[src/rtl/tinyodin_syn_bridge_pkg.sv]
// Shared types and constants for the tinyODIN synapse OBI bridge.
// Default OBI request/response structs stand in when no obi_pkg types are supplied.
package tinyodin_syn_bridge_pkg;

    localparam int SYN_WORD_W = 32;
    localparam int SYN_BE_W   = 4;
    localparam int OBI_AW     = 32;

    typedef enum logic [1:0] {
        IDLE   = 2'd0,
        RMW_RD = 2'd1,
        RMW_WR = 2'd2,
        RESP   = 2'd3
    } syn_state_e;

    typedef struct packed {
        logic                  req;
        logic                  we;
        logic [SYN_BE_W-1:0]   be;
        logic [OBI_AW-1:0]     addr;
        logic [SYN_WORD_W-1:0] wdata;
    } obi_req_t;

    typedef struct packed {
        logic                  gnt;
        logic                  rvalid;
        logic [SYN_WORD_W-1:0] rdata;
    } obi_rsp_t;

    // A write needs read-modify-write only when some but not all bytes are enabled.
    function automatic logic is_partial_be(input logic [SYN_BE_W-1:0] be);
        return (be != 4'hF) && (be != 4'h0);
    endfunction

endpackage

[src/rtl/tinyodin_be_merge.sv]
// Combinational byte merge: byte i of the result comes from new_i when be_i[i] is set,
// otherwise from old_i.
module tinyodin_be_merge
    import tinyodin_syn_bridge_pkg::*;
(
    input  logic [SYN_WORD_W-1:0] old_i,
    input  logic [SYN_WORD_W-1:0] new_i,
    input  logic [SYN_BE_W-1:0]   be_i,
    output logic [SYN_WORD_W-1:0] merged_o
);

    // Per-byte select between stored and incoming data.
    always_comb begin
        merged_o = old_i;
        for (int i = 0; i < SYN_BE_W; i++) begin
            if (be_i[i]) begin
                merged_o[8*i +: 8] = new_i[8*i +: 8];
            end else begin
                merged_o[8*i +: 8] = old_i[8*i +: 8];
            end
        end
    end

endmodule

[src/rtl/tinyodin_synapse_obi_bridge.sv]
// OBI slave sharing the single-port synaptic SRAM with the SNN core (core has strict priority);
// partial writes become read-modify-write. Optional stall counter: TINYODIN_SYN_BRIDGE_STATS_EN.
module tinyodin_synapse_obi_bridge
    import tinyodin_syn_bridge_pkg::*;
#(
    parameter type         req_t  = obi_req_t,
    parameter type         rsp_t  = obi_rsp_t,
    parameter int unsigned SYN_AW = 13
) (
    input  logic                  clk_i,
    input  logic                  rst_i,
    input  req_t                  obi_req_i,
    output rsp_t                  obi_resp_o,
    input  logic                  core_syn_cs_i,
    input  logic                  core_syn_we_i,
    input  logic [SYN_AW-1:0]     core_syn_addr_i,
    input  logic [SYN_WORD_W-1:0] core_syn_wdata_i,
    output logic [SYN_WORD_W-1:0] core_syn_rdata_o,
    output logic                  sram_cs_o,
    output logic                  sram_we_o,
    output logic [SYN_AW-1:0]     sram_addr_o,
    output logic [SYN_WORD_W-1:0] sram_wdata_o,
    input  logic [SYN_WORD_W-1:0] sram_rdata_i
`ifdef TINYODIN_SYN_BRIDGE_STATS_EN
    ,
    output logic [31:0]           stall_cnt_o
`endif
);

    syn_state_e            state_q, state_d;
    logic [SYN_AW-1:0]     addr_q, addr_d;
    logic [SYN_BE_W-1:0]   be_q, be_d;
    logic [SYN_WORD_W-1:0] wdata_q, wdata_d;
    logic [SYN_WORD_W-1:0] merge_q, merge_d;
    logic                  rd_issued_q, rd_issued_d;
    logic                  rvalid_q, rvalid_d;
    logic                  rd_pend_q, rd_pend_d;

    logic                  gnt_s;
    logic                  hazard_s;
    logic [SYN_AW-1:0]     req_addr_s;
    logic [SYN_WORD_W-1:0] merged_s;
    logic                  br_cs_s;
    logic                  br_we_s;
    logic [SYN_AW-1:0]     br_addr_s;
    logic [SYN_WORD_W-1:0] br_wdata_s;
    logic                  unused_addr_bits;

    assign req_addr_s       = obi_req_i.addr[SYN_AW+1:2];
    assign unused_addr_bits = ^{obi_req_i.addr[OBI_AW-1:SYN_AW+2], obi_req_i.addr[1:0]};
    assign gnt_s            = obi_req_i.req & (state_q == IDLE) & ~core_syn_cs_i & ~rst_i;
    assign hazard_s         = core_syn_cs_i & core_syn_we_i & (core_syn_addr_i == addr_q);
    assign core_syn_rdata_o = sram_rdata_i;

    tinyodin_be_merge u_be_merge (
        .old_i    (sram_rdata_i),
        .new_i    (wdata_q),
        .be_i     (be_q),
        .merged_o (merged_s)
    );

    // Transaction FSM: grant handling, RMW sequencing and bridge-side SRAM request.
    always_comb begin
        state_d     = state_q;
        addr_d      = addr_q;
        be_d        = be_q;
        wdata_d     = wdata_q;
        merge_d     = merge_q;
        rd_issued_d = rd_issued_q;
        rvalid_d    = 1'b0;
        rd_pend_d   = 1'b0;
        br_cs_s     = 1'b0;
        br_we_s     = 1'b0;
        br_addr_s   = addr_q;
        br_wdata_s  = merge_q;
        case (state_q)
            IDLE: begin
                if (gnt_s) begin
                    if (!obi_req_i.we) begin
                        br_cs_s   = 1'b1;
                        br_addr_s = req_addr_s;
                        rvalid_d  = 1'b1;
                        rd_pend_d = 1'b1;
                    end else if (is_partial_be(obi_req_i.be)) begin
                        br_cs_s     = 1'b1;
                        br_addr_s   = req_addr_s;
                        addr_d      = req_addr_s;
                        be_d        = obi_req_i.be;
                        wdata_d     = obi_req_i.wdata;
                        rd_issued_d = 1'b1;
                        state_d     = RMW_RD;
                    end else if (obi_req_i.be == 4'hF) begin
                        br_cs_s    = 1'b1;
                        br_we_s    = 1'b1;
                        br_addr_s  = req_addr_s;
                        br_wdata_s = obi_req_i.wdata;
                        rvalid_d   = 1'b1;
                    end else begin
                        rvalid_d = 1'b1;
                    end
                end else begin
                    state_d = IDLE;
                end
            end
            RMW_RD: begin
                // A core write landing while our read data is in flight makes it stale.
                if (rd_issued_q) begin
                    rd_issued_d = 1'b0;
                    if (hazard_s) begin
                        state_d = RMW_RD;
                    end else begin
                        merge_d = merged_s;
                        state_d = RMW_WR;
                    end
                end else if (!core_syn_cs_i) begin
                    br_cs_s     = 1'b1;
                    rd_issued_d = 1'b1;
                end else begin
                    rd_issued_d = 1'b0;
                end
            end
            RMW_WR: begin
                if (hazard_s) begin
                    rd_issued_d = 1'b0;
                    state_d     = RMW_RD;
                end else if (!core_syn_cs_i) begin
                    br_cs_s  = 1'b1;
                    br_we_s  = 1'b1;
                    rvalid_d = 1'b1;
                    state_d  = RESP;
                end else begin
                    state_d = RMW_WR;
                end
            end
            RESP: begin
                state_d = IDLE;
            end
            default: begin
                state_d = IDLE;
            end
        endcase
    end

    // SRAM port mux: the core always wins; the bridge is silenced during reset.
    always_comb begin
        if (!core_syn_cs_i && br_cs_s && !rst_i) begin
            sram_cs_o    = 1'b1;
            sram_we_o    = br_we_s;
            sram_addr_o  = br_addr_s;
            sram_wdata_o = br_wdata_s;
        end else begin
            sram_cs_o    = core_syn_cs_i;
            sram_we_o    = core_syn_we_i;
            sram_addr_o  = core_syn_addr_i;
            sram_wdata_o = core_syn_wdata_i;
        end
    end

    // OBI response assembly; read data passes straight from the SRAM in the rvalid cycle.
    always_comb begin
        obi_resp_o        = '0;
        obi_resp_o.gnt    = gnt_s;
        obi_resp_o.rvalid = rvalid_q;
        if (rd_pend_q) begin
            obi_resp_o.rdata = sram_rdata_i;
        end else begin
            obi_resp_o.rdata = {SYN_WORD_W{1'b0}};
        end
    end

    // State and latch registers.
    always_ff @(posedge clk_i) begin
        if (rst_i) begin
            state_q     <= IDLE;
            addr_q      <= {SYN_AW{1'b0}};
            be_q        <= {SYN_BE_W{1'b0}};
            wdata_q     <= {SYN_WORD_W{1'b0}};
            merge_q     <= {SYN_WORD_W{1'b0}};
            rd_issued_q <= 1'b0;
            rvalid_q    <= 1'b0;
            rd_pend_q   <= 1'b0;
        end else begin
            state_q     <= state_d;
            addr_q      <= addr_d;
            be_q        <= be_d;
            wdata_q     <= wdata_d;
            merge_q     <= merge_d;
            rd_issued_q <= rd_issued_d;
            rvalid_q    <= rvalid_d;
            rd_pend_q   <= rd_pend_d;
        end
    end

`ifdef TINYODIN_SYN_BRIDGE_STATS_EN
    logic [31:0] stall_cnt_q, stall_cnt_d;

    // Saturating count of cycles a bus request waits without a grant.
    always_comb begin
        if (obi_req_i.req && !gnt_s && (stall_cnt_q != 32'hFFFF_FFFF)) begin
            stall_cnt_d = stall_cnt_q + 32'd1;
        end else begin
            stall_cnt_d = stall_cnt_q;
        end
    end

    // Stall counter register.
    always_ff @(posedge clk_i) begin
        if (rst_i) begin
            stall_cnt_q <= 32'd0;
        end else begin
            stall_cnt_q <= stall_cnt_d;
        end
    end

    assign stall_cnt_o = stall_cnt_q;
`endif

endmodule

[config.mk]
export PLATFORM = sky130hd
export DESIGN_NAME = tinyodin_synapse_obi_bridge
export DESIGN_NICKNAME = d
export VERILOG_FILES = /design/src/rtl/tinyodin_syn_bridge_pkg.sv /design/src/rtl/tinyodin_be_merge.sv /design/src/rtl/tinyodin_synapse_obi_bridge.sv
export SDC_FILE = /design/constraint.sdc
export NUM_CORES = 1
export LEC_CHECK = 0
export ABC_AREA = 1
export ABC_CLOCK_PERIOD_IN_PS = 2070
export BUFFER_PORTS_ARGS = -buffer_cell sky130_fd_sc_hd__buf_2
export CORE_MARGIN = 5
export CORE_UTILIZATION = 47
export CTS_BUF_LIST = sky130_fd_sc_hd__clkbuf_8 sky130_fd_sc_hd__clkbuf_16
export DETAILED_ROUTE_END_ITERATION = 7
export PLACE_DENSITY = 0.81
export SETUP_SLACK_MARGIN = 0.3
export SYNTH_ARGS = -nofsm -noshare
export SYNTH_HDL_FRONTEND = slang
export SYNTH_SLANG_ARGS = --single-unit
export TNS_END_PERCENT = 30
[constraint.sdc]
create_clock -name clk_i -period 2.07 [get_ports clk_i]
set_input_delay 0.1035 -clock clk_i [delete_from_list [all_inputs] [get_ports clk_i]]
set_output_delay 0.1035 -clock clk_i [all_outputs]
set_load 0.01 [all_outputs]
* Word-level counts from Yosys, hierarchy flattened
Index checks and enable logic that the tools add are counted.
** Word-level totals
- Bits of input ports :: 151
- Register bits after elaboration :: 86
- Output and inout port bits :: 113
- Word-level logic and storage cells :: 93
** Cells by class
- Reduce and logical (&&, ||, !) cells :: 13
- Bitwise operators :: 10
- Eq/ne operators :: 13
- Muxes and demuxes :: 49
** Operator list (number)
- 32-bit 2-to-1 mux :: 7
- 13-bit 2-to-1 mux :: 6
- 8-bit 2-to-1 mux :: 4
- 1-bit 2-to-1 mux :: 21
- 13-bit == test :: 1
- 2-bit 2-to-1 mux :: 6
- 2-bit != test (second input constant) :: 4
- 2-bit case mux with 4 select lines :: 1
- 1-bit case mux with 3 select lines :: 2
- 3-bit AND reduction :: 2
- 1-bit AND :: 5
- 1-bit NOT :: 5
- 5-bit AND reduction :: 1
- 2-bit == test (second input constant) :: 2
- 4-bit == test (second input constant) :: 1
- 4-bit != test (second input constant) :: 1
- 1-bit case mux with 2 select lines :: 2
- 4-bit AND reduction :: 1
- 4-bit nonzero test :: 1
- 1-bit logical AND :: 3
- 3-bit by 2-bit != test with 1-bit output (second input constant) :: 1
- 3-bit != test (second input constant) :: 1
- 3-bit nonzero test :: 1
- 3-bit OR reduction :: 1
- 4 further kinds :: 5

* Logic depth before layout (Yosys ltp)
Gate-level depths: netlist (run 1).
- Word-level depth :: 9
- Gate-level depth with buffers :: 13
- Mapped depth without buffers :: 10

* Cells and area by module
A second synthesis (run 1) with hierarchy kept.
** Second synthesis, totals
- Cells, all modules :: 886
- Area, all modules :: 5330.1 um2
** Modules (own cells, without submodules)
- tinyodin_synapse_obi_bridge :: times used 1, area each 4909.7 um2, seq. area each 1721.7 um2, cells an instance 782
- tinyodin_be_merge :: times used 1, area each 420.4 um2, seq. area each 0.0 um2, cells an instance 104

* Worst setup path after synthesis (run 1)
No wires, ideal clock.
- Path kind :: register to output
- From :: register state_q[1]
- To :: output port sram_we_o
- Setup slack :: 531 ps
- Arrival :: 1436 ps
- Required time :: 1966 ps
- Buffers on the path :: 1
- Cell stages (with the launch flop) :: 9
- Cell sequence :: dfxtp_1 -> nor2_1 -> nand2_2 -> nor2_8 -> o21ai_2 -> a21oi_4 -> buf_4 -> nor2_1 -> a31oi_1
** Between the ends
- Cells in the longest elaborated chain, start to end :: 9
- Elaborated cells between the ends (all ways) :: 13
- Classes of those cells :: eq/ne (2); mux (5); bitwise (3); reduce/logical (3)
** RTL lines
- start: declaration :: line tinyodin_synapse_obi_bridge.sv:30 : syn_state_e state_q, state_d;
- start signal: assignment :: line tinyodin_synapse_obi_bridge.sv:183 : state_q <= state_d;
- 2-bit zero test * :: line tinyodin_synapse_obi_bridge.sv:51 : assign gnt_s = obi_req_i.req & (state_q == IDLE) & ~core_syn_cs_i & ~rst_i;
- 1-bit AND * (3 in series) :: line tinyodin_synapse_obi_bridge.sv:51
- net gnt_s :: line tinyodin_synapse_obi_bridge.sv:39 : logic gnt_s;
- 1-bit 2-to-1 mux :: line tinyodin_synapse_obi_bridge.sv:78 : if (gnt_s) begin
- 1-bit case mux with 3 select lines :: line tinyodin_synapse_obi_bridge.sv:76 : case (state_q)
- 1-bit logical AND (2 in series) :: line tinyodin_synapse_obi_bridge.sv:146 : if (!core_syn_cs_i && br_cs_s && !rst_i) begin
- 1-bit 2-to-1 mux * :: line tinyodin_synapse_obi_bridge.sv:146
- end: declaration :: line tinyodin_synapse_obi_bridge.sv:20 : output logic sram_we_o,
The timed path passes the listed nets; every way through them passes the cells marked *.

* Worst setup path after layout (run 1)
- From :: register state_q[1]
- To :: output port sram_wdata_o[15]
** Between the ends
- Cells in the longest elaborated chain, start to end :: 9
- Elaborated cells between the ends (all ways) :: 13
- Classes of those cells :: eq/ne (2); mux (5); bitwise (3); reduce/logical (3)
** RTL lines
- 2-bit zero test :: line tinyodin_synapse_obi_bridge.sv:51, tinyodin_synapse_obi_bridge.sv:76
- 1-bit AND (3 in series) :: line tinyodin_synapse_obi_bridge.sv:51
- 1-bit 2-to-1 mux :: line tinyodin_synapse_obi_bridge.sv:78
- 1-bit case mux with 3 select lines :: line tinyodin_synapse_obi_bridge.sv:76
- 1-bit logical AND (2 in series) :: line tinyodin_synapse_obi_bridge.sv:146
- 32-bit 2-to-1 mux * :: line tinyodin_synapse_obi_bridge.sv:146
- end: declaration :: line tinyodin_synapse_obi_bridge.sv:22 : output logic [SYN_WORD_W-1:0] sram_wdata_o,
Mark *: on every way between the ends. The rest lies on a longest branch, timed or not.

==> results of run 1 <==
## synth_stat cells, types with 2 or more instances
| cell type | n |
|---|---|
| inv_1 | 112 |
| a21oi_1 | 80 |
| clkbuf_1 | 24 |
| buf_1 | 3 |
| nor2_1 | 35 |
| buf_6 | 7 |
| buf_2 | 15 |
| buf_4 | 38 |
| o21ai_1 | 25 |
| nand2_2 | 2 |
| nand3_1 | 41 |
| dfxtp_1 | 86 |
| nand4_1 | 2 |
| nand2_1 | 283 |
| o21ai_0 | 83 |
| inv_2 | 2 |
| mux2_2 | 32 |
## critical path: cells and delay by family, from the launching register on
family	cells	cell delay (ps)
and+or+nand+nor	7	660
AOI/OAI and AO/OA	1	120
DFF	1	350
buffers and inverters	4	500
## report_power, final
part           internal [mW]  leakage [nW]  total [mW]  switching [mW]
clock network          0.817         0.134        1.48           0.662
logic                  0.380          2.97       0.871           0.490
registers               1.71         0.699        1.74          0.0359
total                   2.90          3.80        4.09            1.19
## cell families (layout without fill, tap and decap cells)
family	after synthesis	after routing	share of synthesized area, %
simple gates	366	366	26.7
flops	86	86	31.3
mux	32	32	6.54
buf+inv	202	402	17.7
compound gates	192	192	17.8
## cell type report
type                       instances  area, um2
fill                            1062       4300
multi-input combinational        590       2950
sequential                        86       1730
timing repair buffer             271       1590
inverter                         115        447
clock buffer                       9        225
tap                              143        179
clock inverter                     7       50.0
## cell usage in the layout (no fill, tap or decap), types with 13 or more instances in the layout
cell type / n
mux2_2: 32
nand3_1: 39
a21oi_1: 80
nand2_1: 275
o21ai_2: 13
inv_1: 111
nor2_1: 27
buf_2: 243
dfxtp_1: 81
o21ai_0: 74
o21ai_1: 22
buf_4: 13
## stage by stage
stage / util [%] / setup slack (ps) / area [um2] / TNS (ps)
after detailed placement: 56.8 / 180 / 6520 / 0
final: 62.5 / 6.50 / 7170 / 0
after floorplan: - / 531 / 5510 / 0
after global routing: 62.5 / -90.9 / 7170 / -1270
after CTS: 60.9 / 36.8 / 6990 / 0
after global placement: 56.8 / 193 / 6520 / 0
## sequential cells by signal, summed over array words and instances (netlist names)
| register | cells |
|---|---|
| merge_q | 32 |
| wdata_q | 32 |
| addr_q | 13 |
| be_q | 4 |
| state_q | 2 |
| rd_issued_q | 1 |
| rd_pend_q | 1 |
| rvalid_q | 1 |
## metal layers
layer | vias up | routed length, um | global-route usage (%)
met5 | - | 0 | 0
met4 | 0 | 279 | 6.16
met3 | 18 | 1130 | 4.15
met2 | 196 | 8210 | 38.6
met1 | 2658 | 7110 | 27.5
li1 | 3127 | - | -
## what timing repair did
action / 4_1_cts / 5_1_grt
buffers inserted: 6 / 2
endpoints found under the setup margin: 47 / 77
pin swaps: 1 / 5
hold endpoints to repair: 0 / 0
gates resized for setup: 26 / 43
gates cloned: 2 / 2
## final timing paths
| path | start | end | slack (ps) | cells after the start |
|---|---|---|---|---|
| max | state_q[1] | sram_wdata_o[15] | 7 | 12 |
| min | obi_req_i[3] | wdata_q[3] | 20 | 3 |
| max reg2reg | state_q[1] | wdata_q[10] | 420 | 9 |
| min reg2reg | merge_q[26] | merge_q[26] | 460 | 2 |
==> results.json, run 1 <==
{
  "status": "complete, no violations",
  "area_growth_syn_to_layout_pct": 30.2,
  "netlist_area_um2": 5510,
  "period_minus_slack_ps": 2060,
  "timing.max_cap.violations": 0,
  "yosysWarnings": 0,
  "ys_ff_latch": 86,
  "final_layout_size_suffix_gt1_share_pct": 33.9,
  "worst_pin_slew_ps": 517,
  "clockBufferDepth": 2,
  "die-area_um2": 14000,
  "synth_top_area_cell": "dfxtp_1",
  "insertion_delay_ps": 330,
  "io_pins": 264,
  "hold_viol": 0,
  "synth_edf_count": 0,
  "wl_um": 16700,
  "setup_viol": 0,
  "first_pass_iters": 4,
  "synthFlopType": "dfxtp_1",
  "diodes": 0,
  "cpPeakStageDelay_ps": 350,
  "numPortBuffers": 244,
  "fmax_ghz": 0.485,
  "vdd_ir_drop_max_v": 0.000434,
  "power.density_nw_per_um2": 571,
  "numPlacedInstances": 1193,
  "via_count": 5999,
  "crit_arrival_ps": 1960,
  "startpoint_type": "register",
  "core_area_um2": 11500,
  "num_rows": 39,
  "grt_max_degree": 53,
  "critPathSlowestCell": "dfxtp_4",
  "grt_use_total_pct": 22.0,
  "yosys-top-cells-area": "dfxtp_1 (31%), nand2_1 (19%), inv_1 (7.6%)",
  "power_leakage_nw": 3.80,
  "ant_nets": 0,
  "grt_pass1_wl_um": 26400,
  "cts_sinks": 86,
  "syn_nets": 1029,
  "syn-mean-instance-area_um2": 6.27,
  "critPathMaxFanout": 9,
  "gp_congestion": 0.844,
  "wl_per_cell_um": 13.7,
  "ctsHoldBuffers": 0,
  "vias_per_cell": 4.91,
  "crit_chain": "nor2_4 -> nand2_4 -> nor2_8 -> inv_4 -> nor2_4 -> nand3_4 -> buf_12 -> clkbuf_16 -> o21ai_1 -> nand2_1 -> nand2_1 -> buf_2",
  "fin_crit_sh_pct": 99.7,
  "whs_ps": 17.9,
  "fin_worst_skew_ps": 12.7,
  "synth_cells": 878,
  "antenna_found_initial": 0,
  "die_x_um": 118,
  "synth_cell_types": 25,
  "worstPathRequired_ps": 1970,
  "htree_num_levels": 3,
  "power_mw": 4.09,
  "cts_tree": "yes",
  "cts-root-buf": "clkbuf_16",
  "synth_top_area_share_pct": 31.3,
  "layout.nets": 1224,
  "drt_iter0_drc": 271,
  "synthArstFlopShare_pct": 0,
  "yosysSeqAreaShare_pct": 31.3,
  "drc": 0,
  "slew-limit-headroom_pct": 65.5,
  "clk_pin_slew_worst_paths_ps": 70,
  "slew_viol_final": 0,
  "critPathKind": "reg -> out",
  "stdcell_count": 1221,
  "numCtsBuffers": 9,
  "grt_overflow": 0,
  "die_h_um": 118,
  "worstHoldPathType": "in -> reg",
  "start_util_pct": 48.0,
  "grt_pass1_vias": 5577,
  "cp-end-kind": "output port",
  "hpwl_um": 11400,
  "rsz0062_at_grt": "true"
}
(Power assumes the default switching activity.)
==> inputs of run 2 (changes only) <==
--- a/config.mk
+++ b/config.mk
@@ -10,9 +10,10 @@
 export BUFFER_PORTS_ARGS = -buffer_cell sky130_fd_sc_hd__buf_2
 export CORE_MARGIN = 5
 export CORE_UTILIZATION = 47
-export CTS_BUF_LIST = sky130_fd_sc_hd__clkbuf_8 sky130_fd_sc_hd__clkbuf_16
+export CTS_BUF_LIST = sky130_fd_sc_hd__clkbuf_16
 export DETAILED_ROUTE_END_ITERATION = 7
 export PLACE_DENSITY = 0.81
+export RECOVER_POWER = 50
 export SETUP_SLACK_MARGIN = 0.3
 export SYNTH_ARGS = -nofsm -noshare
 export SYNTH_HDL_FRONTEND = slang
==> run 2 against run 1 <==
Net effect:
- power is 0.19% lower
- cell area is 0.58% lower
- clock-buffer cell count stayed put
- fmax hardly changed
- sequential cell count stayed put
- critical path depth stayed put
- final cell count stayed put
- wire length hardly changed
- worst setup slack hardly changed
- worst hold slack hardly changed
- largest cell class unchanged
- largest power group unchanged
==> results.json, run 2 (synthesis gave the netlist of run 1 again) <==
{
  "status": "complete, no violations",
  "startpoint_type": "register",
  "layout.nets": 1224,
  "insertion_delay_ps": 330,
  "power_leakage_nw": 3.71,
  "io_pins": 264,
  "drt_iter0_drc": 260,
  "sw_frac_of_total_pct": 29.1,
  "fin_worst_skew_ps": 12.5,
  "ctsHoldBuffers": 0,
  "final_common_cell": "nand2_1",
  "worstHoldPathType": "in -> reg",
  "cts_tree": "yes",
  "grt_overflow": 0,
  "top_regs": "merge_q (32), wdata_q (32), addr_q (13)",
  "setup_viol": 0,
  "cp-end-kind": "output port",
  "slew-limit-headroom_pct": 65.7,
  "cts_sinks": 86,
  "seq_power_share_pct": 42.6,
  "ant_nets": 0,
  "vdd_ir_drop_max_v": 0.000434,
  "via_count": 5977,
  "final_layout_size_suffix_gt1_share_pct": 30.8,
  "area_growth_syn_to_layout_pct": 29.4,
  "power.internal_mw": 2.89,
  "timing.max_cap.violations": 0,
  "num_rows": 39,
  "period_minus_slack_ps": 2060,
  "final_util_pct": 62.1,
  "gp_congestion": 0.844,
  "clkPwrFrac_pct": 36.2,
  "die_h_um": 118,
  "power.density_nw_per_um2": 573,
  "clockBufferDepth": 2,
  "hold-path-cell-count": 3,
  "crit_family": "simple AND/OR/NAND/NOR gates",
  "antenna_found_initial": 0,
  "critPathSlowestCell": "dfxtp_4",
  "grt_use_total_pct": 22.0,
  "numPortBuffers": 244,
  "path_buf_inv": 4,
  "core_area_um2": 11500,
  "p_comb_share_pct": 21.1,
  "wl_per_cell_um": 13.7,
  "first_pass_iters": 4,
  "start_util_pct": 48.0,
  "grt_pass1_wl_um": 26400,
  "slew_viol_final": 0,
  "critPathKind": "reg -> out",
  "diodes": 0,
  "worstPathRequired_ps": 1970,
  "hpwl_um": 11400,
  "worst_pin_slew_ps": 515,
  "grt_pass1_vias": 5577,
  "rr_worst_depth": 9,
  "cts-root-buf": "clkbuf_16",
  "rsz0062_at_grt": "true",
  "wl_um": 16700,
  "critPathMaxFanout": 9,
  "fmax_ghz": 0.485,
  "n_fill_cell": 1088,
  "power_mw": 4.08,
  "drc": 0,
  "die-area_um2": 14000,
  "htree_num_levels": 3,
  "grt_max_degree": 53,
  "hold_viol": 0,
  "die_x_um": 118,
  "power.switching_mw": 1.19,
  "regArea_um2": 1730,
  "numCtsBuffers": 9,
  "cpPeakStageDelay_ps": 350,
  "critical_path_depth": 12,
  "whs_ps": 18.2,
  "clk_pin_slew_worst_paths_ps": 70,
  "crit_arrival_ps": 1960,
  "multi_input_area_um2": 2950,
  "final_cell_mix": "nand2_1 (275), buf_2 (210), inv_1 (111)",
  "crit_chain": "nor2_4 -> nand2_4 -> nor2_8 -> inv_4 -> nor2_4 -> nand3_4 -> buf_12 -> clkbuf_16 -> o21ai_1 -> nand2_1 -> nand2_1 -> buf_2",
  "vias_per_cell": 4.90,
  "fin_crit_sh_pct": 99.7
}
[run 2: changes by cell type in the layout (fill, tap and decap cells not counted), sizes merged]
cell / previous run / this run
buf: 269 / 236
clkbuf: 11 / 44
[run 2: repair_timing]
item / in CTS / in global routing
resized for setup: 26 / 43
cloned: 2 / 2
setup buffers: 6 / 2
setup endpoints to repair: 47 / 77
pin swaps: 1 / 5
hold endpoints to repair: 0 / 0
[run 2: cell type report]
class | instances | area share, %
clock buffer | 9 | 3.16
tap | 143 | 2.51
sequential | 86 | 24.3
timing repair buffer | 271 | 21.7
multi-input combinational | 590 | 41.4
clock inverter | 7 | 0.702
inverter | 115 | 6.27
[run 2: per-layer routing]
metal	wire length [um]	up-vias	global-route usage, %
li1	-	3125	-
met1	7160	2643	27.5
met2	8220	191	38.6
met3	1080	18	4.15
met4	279	0	6.16
met5	0	-	0
[run 2: final timing paths]
kind / from / to / slack (ps)
worst max register to register: state_q[1] / wdata_q[10] / 420
worst max-delay path: state_q[1] / sram_wdata_o[15] / 7
worst min-delay path: obi_req_i[3] / wdata_q[3] / 20
worst min register to register: merge_q[21] / merge_q[21] / 460
[run 2: power by group through the flow]
stage | combinational (mW) | clock (mW) | sequential, mW
floorplan | 0.504 | 0 | 1.76
global placement | 0.785 | 0 | 1.77
detailed placement | 0.796 | 0 | 1.77
CTS | 0.845 | 1.52 | 1.74
global route | 0.958 | 1.60 | 1.75
finish | 0.863 | 1.48 | 1.74
[run 2: stage by stage]
stage,TNS (ps),setup slack (ps),std cells,instance area (um2)
after floorplan,0,531,878,5510
after global placement,0,193,1193,6520
after detailed placement,0,180,1193,6520
after CTS,0,36.8,1217,6990
after global routing,-1270,-90.9,1221,7130
final,0,6.53,1221,7130
[run 2: tightest hold or removal path, stage by stage]
cell and delay (ps):
buf_2 70, inv_1 40, a21oi_1 100
==> inputs of run 3 (changes only) <==
--- a/config.mk
+++ b/config.mk
@@ -9,12 +9,12 @@
 export ABC_CLOCK_PERIOD_IN_PS = 2070
 export BUFFER_PORTS_ARGS = -buffer_cell sky130_fd_sc_hd__buf_2
 export CORE_MARGIN = 5
-export CORE_UTILIZATION = 47
-export CTS_BUF_LIST = sky130_fd_sc_hd__clkbuf_16
+export CORE_UTILIZATION = 48
+export CTS_BUF_LIST = sky130_fd_sc_hd__clkbuf_2
 export DETAILED_ROUTE_END_ITERATION = 7
-export PLACE_DENSITY = 0.81
+export PLACE_DENSITY = 0.83
 export RECOVER_POWER = 50
-export SETUP_SLACK_MARGIN = 0.3
+export SETUP_SLACK_MARGIN = 0.15
 export SYNTH_ARGS = -nofsm -noshare
 export SYNTH_HDL_FRONTEND = slang
 export SYNTH_SLANG_ARGS = --single-unit
==> run 3 against run 2 <==
Net effect:
- the run now ends with negative setup slack left
- clock skew grew 21 ps
- worst hold slack better by 50 ps
- worst setup slack worse by 280 ps
- critical path depth is 2 lower
- die area is 1.9% lower
- fmax fell by 12%
- via count is 8.0% higher
- final cell count rose by 5.9%
- clock power decreased by 48%
- register-to-register slack worse by 270 ps
- combinational power increased by 13%
==> results.json, run 3 (synthesis gave the netlist of run 1 again) <==
{
  "top_regs": "merge_q (32), wdata_q (32), addr_q (13)",
  "multi_input_area_um2": 2850,
  "slew_viol_final": 0,
  "rsz0062_at_grt": "true",
  "crit_family": "buffers and inverters",
  "startpoint_type": "register",
  "cp-end-kind": "output port",
  "n_fill_cell": 989,
  "gp_congestion": 0.896,
  "power_leakage_nw": 3.87,
  "status": "finished, violations left",
  "layout.nets": 1296,
  "vias_per_cell": 4.99,
  "design_area_um2": 7530,
  "clockBufferDepth": 2,
  "start_util_pct": 48.6,
  "critPathMostFrequentCell": "nand2_1",
  "num_rows": 39,
  "critPathKind": "reg -> out",
  "critPathSlowestCell": "dfxtp_4",
  "antenna_found_initial": 1,
  "cts_tree": "yes",
  "worstHoldPathType": "in -> reg",
  "postPlaceCellArea_um2": 6530,
  "slew-limit-headroom_pct": 63.8,
  "hold_viol": 0,
  "diodes": 0,
  "grt_use_total_pct": 24.0,
  "htree_num_levels": 3,
  "r2r-end": "wdata_q[9]",
  "fmax_ghz": 0.426,
  "worstReg2RegStart": "state_q[0]",
  "insertion_delay_ps": 520,
  "power_mw": 3.50,
  "failed_checks": "negative setup slack",
  "grt_pass1_wl_um": 26500,
  "hpwl_um": 11300,
  "critPathMaxFanout": 14,
  "first_pass_iters": 5,
  "die_h_um": 117,
  "grt_max_degree": 53,
  "final_cell_mix": "nand2_1 (283), buf_2 (206), inv_1 (111)",
  "hold-path-cell-count": 7,
  "fin_crit_sh_pct": 113,
  "core_area_um2": 11300,
  "wl_per_cell_um": 13.9,
  "clk_pin_slew_worst_paths_ps": 230,
  "worst_pin_slew_ps": 542,
  "vdd_ir_drop_max_v": 0.000250,
  "area_growth_syn_to_layout_pct": 36.7,
  "drc": 0,
  "setup_viol": 46,
  "io_pins": 264,
  "critical_path_depth": 10,
  "timing.max_cap.violations": 0,
  "drt_iter0_drc": 485,
  "grt_overflow": 0,
  "numCtsBuffers": 9,
  "holdPathEnd": "state_q[1]",
  "crit_arrival_ps": 2240,
  "final.setup.worst_slack_ps": -275,
  "final_util_pct": 66.5,
  "whs_ps": 68.3,
  "numPortBuffers": 244,
  "grt_pass1_vias": 5698,
  "wl_um": 18000,
  "r2r_setup_slack_ps": 150,
  "final_common_cell": "nand2_1",
  "ant_nets": 0,
  "min_from": "core_syn_addr_i[10]",
  "via_count": 6453,
  "power.density_nw_per_um2": 464,
  "period_minus_slack_ps": 2340,
  "final_layout_size_suffix_gt1_share_pct": 25.8,
  "fin_worst_skew_ps": 33.3,
  "rr_worst_depth": 9,
  "path_buf_inv": 3,
  "crit_chain": "nor2_4 -> nand2_4 -> nor2_8 -> o21ai_2 -> a21oi_4 -> buf_4 -> buf_12 -> nand2_1 -> nand2_1 -> buf_2",
  "setup_tns_ps": -9630,
  "worstPathRequired_ps": 1970,
  "cpPeakStageDelay_ps": 420,
  "die_x_um": 117,
  "regArea_um2": 1730,
  "cts_sinks": 86,
  "cts-root-buf": "clkbuf_2",
  "die-area_um2": 13700
}
-- run 3: changes by cell type in the layout (fill, tap and decap cells not counted), sizes merged --
cell,before,now
buf,236,223
clkbuf,44,52
clkinv,2,4
clkinvlp,2,1
dlygate4sd3,0,77
inv,118,117
-- run 3: timing repair --
item                                   CTS  global route
buffers inserted                         0             5
resized for setup                       18            10
setup endpoints to repair               47            57
hold buffers                            77             0
pin swaps                                0             2
gates cloned                             0             3
endpoints found under the hold margin   76             0
-- run 3: routing by layer --
layer	routed length, um	global-route usage (%)	vias to the layer above
li1	-	-	3265
met1	7240	28.6	2862
met2	8910	43.5	284
met3	1410	4.06	40
met4	422	8.33	2
met5	15	0	-
-- run 3: cell type report --
type | instances | area share (%)
Clock buffer | 9 | 0.598
Clock inverter | 7 | 0.648
Inverter | 115 | 5.87
Multi-Input combinational cell | 590 | 37.9
Sequential cell | 86 | 22.9
Tap cell | 143 | 2.38
Timing Repair Buffer | 343 | 29.7
-- run 3: stage by stage --
stage,instances,setup slack [ps]
floorplan,878,531
global placement,1192,213
detailed placement,1192,143
CTS,1285,-269
global route,1293,-377
finish,1293,-275
-- run 3: worst max path at each step --
stage	start	to	slack, ps
after global placement	state_q[1]	sram_wdata_o[1]	210
final	state_q[0]	sram_wdata_o[4]	-270
after global routing	state_q[0]	sram_wdata_o[9]	-380
after detailed placement	state_q[1]	sram_wdata_o[1]	140
after floorplan	state_q[1]	sram_we_o	530
after CTS	state_q[1]	sram_we_o	-270
-- run 3: worst register-to-register path: stages (launching register included) --
cell	delay (ps)
dfxtp_4	420
nor2_4	140
nand2_4	80
nor2_8	100
buf_4	130
nand4_2	130
inv_2	90
clkbuf_4	460
o21ai_0	160
a21oi_1	160
-- run 3: power by group --
group	switching (mW)	internal [mW]	total (mW)	leakage [nW]
clock	0.607	0.164	0.771	0.0624
combinational	0.517	0.461	0.978	3.11
sequential	0.0366	1.71	1.75	0.697
total	1.16	2.34	3.50	3.87
